==> src/rtl/jtag_pkg.sv <==
// Shared TAP definitions for the JTAG state tracker: IEEE 1149.1 state codes
// and the next-state function used by both the RTL and its verification model.
package jtag_pkg;

    localparam int FILTER_CNT_W = 8;

    typedef enum logic [3:0] {
        TAP_EX2DR = 4'h0,
        TAP_EX1DR = 4'h1,
        TAP_SHDR  = 4'h2,
        TAP_PDR   = 4'h3,
        TAP_SELIR = 4'h4,
        TAP_UPDR  = 4'h5,
        TAP_CAPDR = 4'h6,
        TAP_SELDR = 4'h7,
        TAP_EX2IR = 4'h8,
        TAP_EX1IR = 4'h9,
        TAP_SHIR  = 4'hA,
        TAP_PIR   = 4'hB,
        TAP_RTI   = 4'hC,
        TAP_UPIR  = 4'hD,
        TAP_CAPIR = 4'hE,
        TAP_TLR   = 4'hF
    } tap_state_t;

    function automatic tap_state_t next_tap(input tap_state_t state, input logic tms);
        case (state)
            TAP_TLR:   return tms ? TAP_TLR   : TAP_RTI;
            TAP_RTI:   return tms ? TAP_SELDR : TAP_RTI;
            TAP_SELDR: return tms ? TAP_SELIR : TAP_CAPDR;
            TAP_SELIR: return tms ? TAP_TLR   : TAP_CAPIR;
            TAP_CAPDR: return tms ? TAP_EX1DR : TAP_SHDR;
            TAP_SHDR:  return tms ? TAP_EX1DR : TAP_SHDR;
            TAP_EX1DR: return tms ? TAP_UPDR  : TAP_PDR;
            TAP_PDR:   return tms ? TAP_EX2DR : TAP_PDR;
            TAP_EX2DR: return tms ? TAP_UPDR  : TAP_SHDR;
            TAP_UPDR:  return tms ? TAP_SELDR : TAP_RTI;
            TAP_CAPIR: return tms ? TAP_EX1IR : TAP_SHIR;
            TAP_SHIR:  return tms ? TAP_EX1IR : TAP_SHIR;
            TAP_EX1IR: return tms ? TAP_UPIR  : TAP_PIR;
            TAP_PIR:   return tms ? TAP_EX2IR : TAP_PIR;
            TAP_EX2IR: return tms ? TAP_UPIR  : TAP_SHIR;
            TAP_UPIR:  return tms ? TAP_SELDR : TAP_RTI;
            default:   return TAP_TLR;
        endcase
    endfunction

endpackage

==> src/rtl/jtag_sync_filter.sv <==
// One asynchronous pin: 2-FF synchronizer followed by a registered filtered value.
// With JTAG_GLITCH_FILTER_EN defined, the output only follows FILTER_LEN consecutive equal samples.
module jtag_sync_filter
    import jtag_pkg::*;
#(
    parameter logic RESET_VAL  = 1'b0,
    parameter int   FILTER_LEN = 4
) (
    input  logic clk,
    input  logic rst_n,
    input  logic din,
    output logic dout
);

    logic sync1;
    logic sync2;

    if (FILTER_LEN < 2 || FILTER_LEN > 255) begin : g_bad_filter_len
        $error("jtag_sync_filter: FILTER_LEN must be within 2..255");
    end

    always_ff @(posedge clk or negedge rst_n) begin
        if (!rst_n) begin
            sync1 <= RESET_VAL;
            sync2 <= RESET_VAL;
        end else begin
            sync1 <= din;
            sync2 <= sync1;
        end
    end

`ifdef JTAG_GLITCH_FILTER_EN
    // Counts consecutive samples that disagree with the current output.
    logic [FILTER_CNT_W-1:0] run_cnt;

    always_ff @(posedge clk or negedge rst_n) begin
        if (!rst_n) begin
            dout    <= RESET_VAL;
            run_cnt <= '0;
        end else if (sync2 == dout) begin
            run_cnt <= '0;
        end else if (run_cnt == FILTER_CNT_W'(FILTER_LEN - 1)) begin
            dout    <= sync2;
            run_cnt <= '0;
        end else begin
            run_cnt <= run_cnt + 1'b1;
        end
    end
`else
    always_ff @(posedge clk or negedge rst_n) begin
        if (!rst_n) begin
            dout <= RESET_VAL;
        end else begin
            dout <= sync2;
        end
    end
`endif

endmodule

==> src/rtl/jtag_tap_tracker.sv <==
// Shadow IEEE 1149.1 TAP controller driven by sampled TCK/TMS pins, emitting one
// valid/ready event per state change. Optional glitch filter: JTAG_GLITCH_FILTER_EN.
module jtag_tap_tracker
    import jtag_pkg::*;
#(
    parameter int FILTER_LEN = 4
) (
    input  logic       sys_clk,
    input  logic       sys_rst_n,
    input  logic       jtag_clk,
    input  logic       jtag_tms,
    output logic [3:0] tap_state,
    output logic       test_logic_reset,
    output logic       tck_rise,
    output logic       evt_valid,
    output logic [3:0] evt_state,
    input  logic       evt_ready,
    output logic       evt_overrun
);

    logic       tck_f;
    logic       tms_f;
    logic       tck_prev;
    logic       rise_d;
    logic       change_d;
    logic       evt_valid_d;
    logic [3:0] evt_state_d;
    logic       overrun_d;
    tap_state_t cur_state;
    tap_state_t nxt_state;

    jtag_sync_filter #(.RESET_VAL(1'b0), .FILTER_LEN(FILTER_LEN)) u_tck_filter (
        .clk   (sys_clk),
        .rst_n (sys_rst_n),
        .din   (jtag_clk),
        .dout  (tck_f)
    );

    jtag_sync_filter #(.RESET_VAL(1'b1), .FILTER_LEN(FILTER_LEN)) u_tms_filter (
        .clk   (sys_clk),
        .rst_n (sys_rst_n),
        .din   (jtag_tms),
        .dout  (tms_f)
    );

    assign tap_state = cur_state;

    always_ff @(posedge sys_clk or negedge sys_rst_n) begin
        if (!sys_rst_n) begin
            tck_prev         <= 1'b0;
            cur_state        <= TAP_TLR;
            test_logic_reset <= 1'b1;
            tck_rise         <= 1'b0;
            evt_valid        <= 1'b0;
            evt_state        <= TAP_TLR;
            evt_overrun      <= 1'b0;
        end else begin
            tck_prev         <= tck_f;
            cur_state        <= nxt_state;
            test_logic_reset <= (nxt_state == TAP_TLR);
            tck_rise         <= rise_d;
            evt_valid        <= evt_valid_d;
            evt_state        <= evt_state_d;
            evt_overrun      <= overrun_d;
        end
    end

    // A new event takes priority over an accept; it only counts as an overrun
    // when the pending one was not being taken in the same cycle.
    always_comb begin
        rise_d      = tck_f & ~tck_prev;
        nxt_state   = cur_state;
        evt_valid_d = evt_valid;
        evt_state_d = evt_state;
        overrun_d   = evt_overrun;
        if (rise_d) begin
            nxt_state = next_tap(cur_state, tms_f);
        end
        change_d = rise_d && (nxt_state != cur_state);
        if (change_d) begin
            evt_valid_d = 1'b1;
            evt_state_d = nxt_state;
            if (evt_valid && !evt_ready) begin
                overrun_d = 1'b1;
            end
        end else if (evt_valid && evt_ready) begin
            evt_valid_d = 1'b0;
        end
    end

endmodule

==> config.mk <==
export PLATFORM = sky130hd
export DESIGN_NAME = jtag_tap_tracker
export DESIGN_NICKNAME = d
export VERILOG_FILES = /design/src/rtl/jtag_pkg.sv /design/src/rtl/jtag_sync_filter.sv /design/src/rtl/jtag_tap_tracker.sv
export SDC_FILE = /design/constraint.sdc
export NUM_CORES = 1
export LEC_CHECK = 0
export BUFFER_PORTS_ARGS = -buffer_cell sky130_fd_sc_hd__clkbuf_2
export CORE_ASPECT_RATIO = 1.2
export CORE_MARGIN = 1
export CORE_UTILIZATION = 40
export CTS_CLUSTER_DIAMETER = 30
export DETAILED_ROUTE_END_ITERATION = 10
export MAX_ROUTING_LAYER = met4
export PLACE_DENSITY = 0.61
export SLEW_MARGIN = 20
export SYNTH_ARGS = -nofsm -noshare
export SYNTH_HDL_FRONTEND = slang
export SYNTH_SLANG_ARGS = --single-unit
==> constraint.sdc <==
create_clock -name sys_clk -period 2.1 [get_ports sys_clk]
set_input_delay 0.21 -clock sys_clk [delete_from_list [all_inputs] [get_ports sys_clk]]
set_output_delay 0.21 -clock sys_clk [all_outputs]
set_load 0.02 [all_outputs]
==> flow_summary.toml, run 1 <==
[status]
status = "finished clean"

[clock_network]
cts_tree = "yes"
cts_buffers = 3
cts_sinks = 19
path_clk_slew_ps = 110
postCtsSetupRepairBufs = 0
cts-root-buf = "clkbuf_4"
ctsHtreeMaxLevel = 1
worst_skew_pair.late_latency_ps = 290
ctsResizeCount = 0
cts.path.max_buffers = 2

[global_routing]
antenna_found_initial = 0
grt_pass1_wl_um = 2421
grt_max_degree = 20
grt_pass1_vias = 535
grt_usage = 0.1509
grt_overflow = 0

[final_layout]
layout_commonest_cell = "clkbuf_2"
mostFrequentLayoutCells = "clkbuf_2 (16), dfstp_2 (12), inv_1 (8), dfrtp_1 (7), o21ai_0 (6)"
area_growth_pct = 16.34
fillers = 180
drive_gt1_frac = 0.4222
antenna_cells = 0
final_nets = 96
finish.instance_area_um2 = 979.7

[worst_hold_path]
hold_start = "evt_ready"
hold_path_class = "primary input to flop"

[routing]
drt_wl_total_um = 1409
wire_per_inst_um = 12.93
first_pass_iters = 4
drc = 0
ant_nets = 0
via_per_inst = 5.394
vias = 588
drt-initial-drc-count = 9

[critical_path]
cp_cell_sequence = "nand2b_1 -> nor4b_4 -> a211oi_4 -> mux2_1"
crit_start = "tap_state[1]$_DFF_PN1_"
cp-end-kind = "flop"
crit_buf_inv = 0
slowest_delay_ps = 670
crit_fanout = 12
path_class = "flop to flop"
crit_path_start_kind = "flop"
arrival_ps = 2000
worstReg2RegStart = "tap_state[1]$_DFF_PN1_"
cp_data_required_time_ps = 2330
worst_path_dominant_cell_family = "flip-flops"
slowest_stage = "dfstp_2"
rrSetupSlack_ps = 320

[sta]
hold_viol = 0
period_share = 0.8455
tns_ps = 0
setup_ws_ps = 324.5
timing.hold.ws_ps = 199.8
finalSetupViolCount = 0
worst_pin_slew_ps = 449.7
relSlewSlack = 0.7002
period_needed_ps = 1775
max_freq_mhz = 563.2
rsz0062_at_grt = "false"
maxSlewViolCount = 0
fin_worst_skew_ps = 5.093

[yosys]
yosys_warnings = 0
synth_cell_types = 27
synthesis.area_um2 = 842.1
seq_area_frac_synth = 0.5825
synth_area_per_cell_um2 = 11.70
synthesis.nets = 77
synthCells = 72
synth_seq_cells = 19

[floorplanning]
start_util = 0.4399
die_h_um = 52.26
die_w_um = 43.89
core_um2 = 1914
die-area_um2 = 2293
io_pins = 17
fp-row-count = 17

[placed_design]
dp_hpwl_um = 977.9
routabilityCongestion = 0.7669
preCtsSetupSlack_ps = 348.3
io_buffers = 16
post_dp_cell_area_um2 = 922.1

[pwr]
p_per_area_nw_per_um2 = 1227
p_leak_nw = 0.4612
vdd_ir_drop_max_v = 0.0006410

[flow_run]
maxCapViolations = 0
where the power goes:
group	switching, mW	internal, mW	leakage, nW
clock network	0.109	0.0709	0.0177
registers	0.102	0.495	0.208
logic	0.249	0.176	0.236
final timing paths:
| path | cells past startpoint | to |
|---|---|---|
| max | 4 | evt_state[0]$_DFFE_PN1P_ |
| min | 3 | evt_valid$_DFFE_PN0P_ |
| max reg2reg | 4 | evt_state[0]$_DFFE_PN1P_ |
| min reg2reg | 0 | u_tck_filter.sync2$_DFF_PN0_ |
| max in group asynchronous | 2 | evt_state[2]$_DFFE_PN1P_ |
| min in group asynchronous | 2 | tck_rise$_DFF_PN0_ |
worst register-to-register path: cells and delay by family, from the launching register on:
| family | cells | cell delay [ps] |
|---|---|---|
| AOI/OAI and AO/OA | 1 | 350 |
| DFF | 1 | 670 |
| muxes | 1 | 360 |
| and+or+nand+nor | 2 | 330 |
area by class of cell:
cell class / count / area, µm² / area share
sequential: 19 / 490.5 / 0.5006
inverter: 8 / 30.03 / 0.03065
clock inverter: 1 / 5.005 / 0.005109
tap: 19 / 23.77 / 0.02427
timing repair buffer: 19 / 110.1 / 0.1124
multi-input combinational: 40 / 297.8 / 0.3040
clock buffer: 3 / 22.52 / 0.02299
synth_stat cells:
cell type / number / area [µm²]
nor4b_4: 1 / 23.77
a31o_1: 1 / 8.760
nor2_2: 1 / 6.260
dfstp_2: 12 / 315.3
a211o_1: 1 / 8.760
a21o_1: 2 / 15.01
nand2_1: 5 / 18.77
o21bai_4: 1 / 18.77
nand2b_1: 2 / 12.51
o22ai_1: 1 / 6.260
nor3_1: 1 / 5.000
o21ai_0: 6 / 30.03
dfrtp_1: 7 / 175.2
mux2_2: 1 / 11.26
inv_1: 8 / 30.03
mux2_1: 1 / 11.26
nand3_1: 1 / 5.000
nor2_1: 2 / 7.510
a211oi_4: 1 / 20.02
a221oi_1: 2 / 17.52
a31o_2: 1 / 8.760
a21oi_1: 5 / 25.02
buf_4: 1 / 7.510
a2bb2oi_1: 2 / 17.52
buf_2: 1 / 5.000
mux2i_1: 2 / 20.02
clkbuf_1: 3 / 11.26
kinds of logic (layout without fill, tap and decap cells):
| family | Yosys count | in the layout | synth area share |
|---|---|---|---|
| muxes | 4 | 4 | 0.05052 |
| AOI/OAI and AO/OA | 23 | 23 | 0.2095 |
| buffers and inverters | 13 | 31 | 0.06389 |
| and+or+nand+nor | 13 | 13 | 0.09360 |
| DFF | 19 | 19 | 0.5825 |
state kept, by name, indices dropped and copies added, names as in the netlist:
signal,flops
u_tck_filter.dout,1
evt_state,4
u_tms_filter.sync1,1
u_tck_filter.sync2,1
test_logic_reset,1
u_tms_filter.dout,1
tck_prev,1
evt_valid,1
u_tms_filter.sync2,1
tck_rise,1
evt_overrun,1
u_tck_filter.sync1,1
tap_state,4
through the flow:
stage                       util  power, mW  instances
after floorplan                -     0.9076         72
after global placement    0.4817      1.024        102
after detailed placement  0.4817      1.027        102
after CTS                 0.5118      1.220        109
after global routing      0.5118      1.280        109
final                     0.5118      1.202        109
layer usage:
| layer | up-vias | GRT usage | share of wire |
|---|---|---|---|
| met4 | 0 | 0.09091 | 0.028 |
| met1 | 287 | 0.1982 | 0.46 |
| met2 | 15 | 0.2214 | 0.47 |
| li1 | 282 | - | - |
| met5 | - | - | 0 |
| met3 | 4 | 0.02069 | 0.039 |
timing repair:
| item | 4_1_cts | 5_1_grt |
|---|---|---|
| hold buffers | 3 | 0 |
| setup endpoints to repair | 0 | 0 |
| hold endpoints to repair | 9 | 0 |
Power figures use the tool's default switching activity.
==> run 2: changes to the inputs <==
- PLACE_DENSITY: 0.61 -> 0.64
- clock period: 2.1 -> 1.6 ns (I/O delays scaled with it)
==> flow_summary.toml, run 2 (synthesized netlist as in run 1, its figures left out) <==
[routing]
vias = 610
wire_per_inst_um = 12.61
first_pass_iters = 9
via_per_inst = 5.259
ant_nets = 0
drt-initial-drc-count = 5
drc = 1
drt_wl_total_um = 1463

[critical_path]
cp_data_required_time_ps = 1830
crit_path_start_kind = "flop"
arrival_ps = 1770
slowest_delay_ps = 590
cp_cell_sequence = "nor2_4 -> o21bai_4 -> a211oi_4 -> buf_4 -> mux2i_1"
cp-end-kind = "flop"
slowest_stage = "dfstp_2"
crit_fanout = 5
rr_worst_depth = 5
path_class = "flop to flop"

[flow_run]
maxCapViolations = 0

[final_layout]
layout_commonest_cell = "clkbuf_2"
final_nets = 103
fillers = 171
mostFrequentLayoutCells = "clkbuf_2 (16), dfstp_2 (12), inv_1 (8), dfrtp_1 (7), buf_4 (7)"
drive_gt1_frac = 0.4845
antenna_cells = 0
finish.instance_area_um2 = 1047
area_growth_pct = 24.37

[clock_network]
cts_buffers = 3
cts_tree = "yes"
cts-root-buf = "clkbuf_4"
cts.path.max_buffers = 2
path_clk_slew_ps = 100
ctsHtreeMaxLevel = 1
worst_skew_pair.late_latency_ps = 290
postCtsSetupRepairBufs = 0
cts_sinks = 19

[floorplanning]
die-area_um2 = 2293
start_util = 0.4399
fp-row-count = 17
die_w_um = 43.89
core_um2 = 1914
die_h_um = 52.26
io_pins = 17

[sta]
period_needed_ps = 1546
relSlewSlack = 0.7063
maxSlewViolCount = 0
worst_pin_slew_ps = 440.5
period_share = 0.9661
fin_worst_skew_ps = 6.334
tns_ps = 0
hold_viol = 0
timing.hold.ws_ps = 138.8
max_freq_mhz = 646.9
rsz0062_at_grt = "true"
finalSetupViolCount = 0
setup_ws_ps = 54.23

[global_routing]
grt_pass1_wl_um = 2670
antenna_found_initial = 0
grt_pass1_vias = 614
grt_usage = 0.1613
grt_overflow = 0
grt_max_degree = 20

[placed_design]
dp_hpwl_um = 1083
preCtsSetupSlack_ps = 45.08
io_buffers = 16
post_dp_cell_area_um2 = 983.4
routabilityCongestion = 0.8081

[status]
status = "finished, violations left"
failed_checks = "design-rule violations"

[pwr]
p_per_area_nw_per_um2 = 1568
vdd_ir_drop_max_v = 0.0009019
p_leak_nw = 0.4991

[worst_hold_path]
hold_path_class = "primary input to flop"
min_path_cells = 3
## run 2: changes by cell type in the layout (fill, tap and decap cells not counted), sizes merged
cell,previous run,this run
buf,0,7
## run 2: critical path: cells and delay by family (launching register included)
family / cells / cell delay [ps]
multiplexers: 1 / 170
AND/OR/NAND/NOR: 1 / 40
flip-flops: 1 / 590
AO/OA/AOI/OAI: 2 / 500
buffers and inverters: 1 / 180
## run 2: repair_timing
item,CTS,global route
resized for setup,0,1
hold buffers,3,0
setup endpoints to repair,0,4
hold endpoints to repair,9,0
## run 2: path summary, 6_finish.rpt
check,from,slack (ps),end
min in group asynchronous,sys_rst_n,320,tck_rise$_DFF_PN0_
max in group asynchronous,sys_rst_n,930,evt_state[3]$_DFFE_PN1P_
setup / recovery,tap_state[2]$_DFF_PN1_,50,evt_state[1]$_DFFE_PN1P_
hold reg to reg,u_tms_filter.sync1$_DFF_PN1_,360,u_tms_filter.sync2$_DFF_PN1_
hold / removal,evt_ready,140,evt_valid$_DFFE_PN0P_
setup reg to reg,tap_state[2]$_DFF_PN1_,50,evt_state[1]$_DFFE_PN1P_
## run 2: routing by layer
layer | up-vias | global-route usage | part of all wire
met3 | 2 | 0.02414 | 0.045
met2 | 15 | 0.2512 | 0.46
met1 | 296 | 0.2138 | 0.48
met4 | 0 | 0.06061 | 0.014
li1 | 297 | - | -
met5 | - | - | 0
## run 2: layout make-up
type | instances | area, µm² | area share
well taps | 19 | 23.77 | 0.02270
clock inverters | 1 | 5.005 | 0.004779
inverters | 8 | 30.03 | 0.02867
multi-input cells | 40 | 312.8 | 0.2987
repair buffers | 26 | 162.7 | 0.1553
clock buffers | 3 | 22.52 | 0.02151
flip-flops and latches | 19 | 490.5 | 0.4683
## run 2: through the flow
step / total power, mW / instances / util
3_5_place_dp: 1.401 / 109 / 0.5137
2_1_floorplan: 1.204 / 72 / -
3_3_place_gp: 1.393 / 109 / 0.5137
5_1_grt: 1.761 / 116 / 0.5471
6_report: 1.642 / 116 / 0.5471
4_1_cts: 1.647 / 116 / 0.5438
## run 2: power by group
group          switching, mW  leakage [nW]  internal (mW)
Clock                  0.140        0.0177         0.0931
Sequential            0.0980         0.208          0.648
Combinational          0.388         0.274          0.275
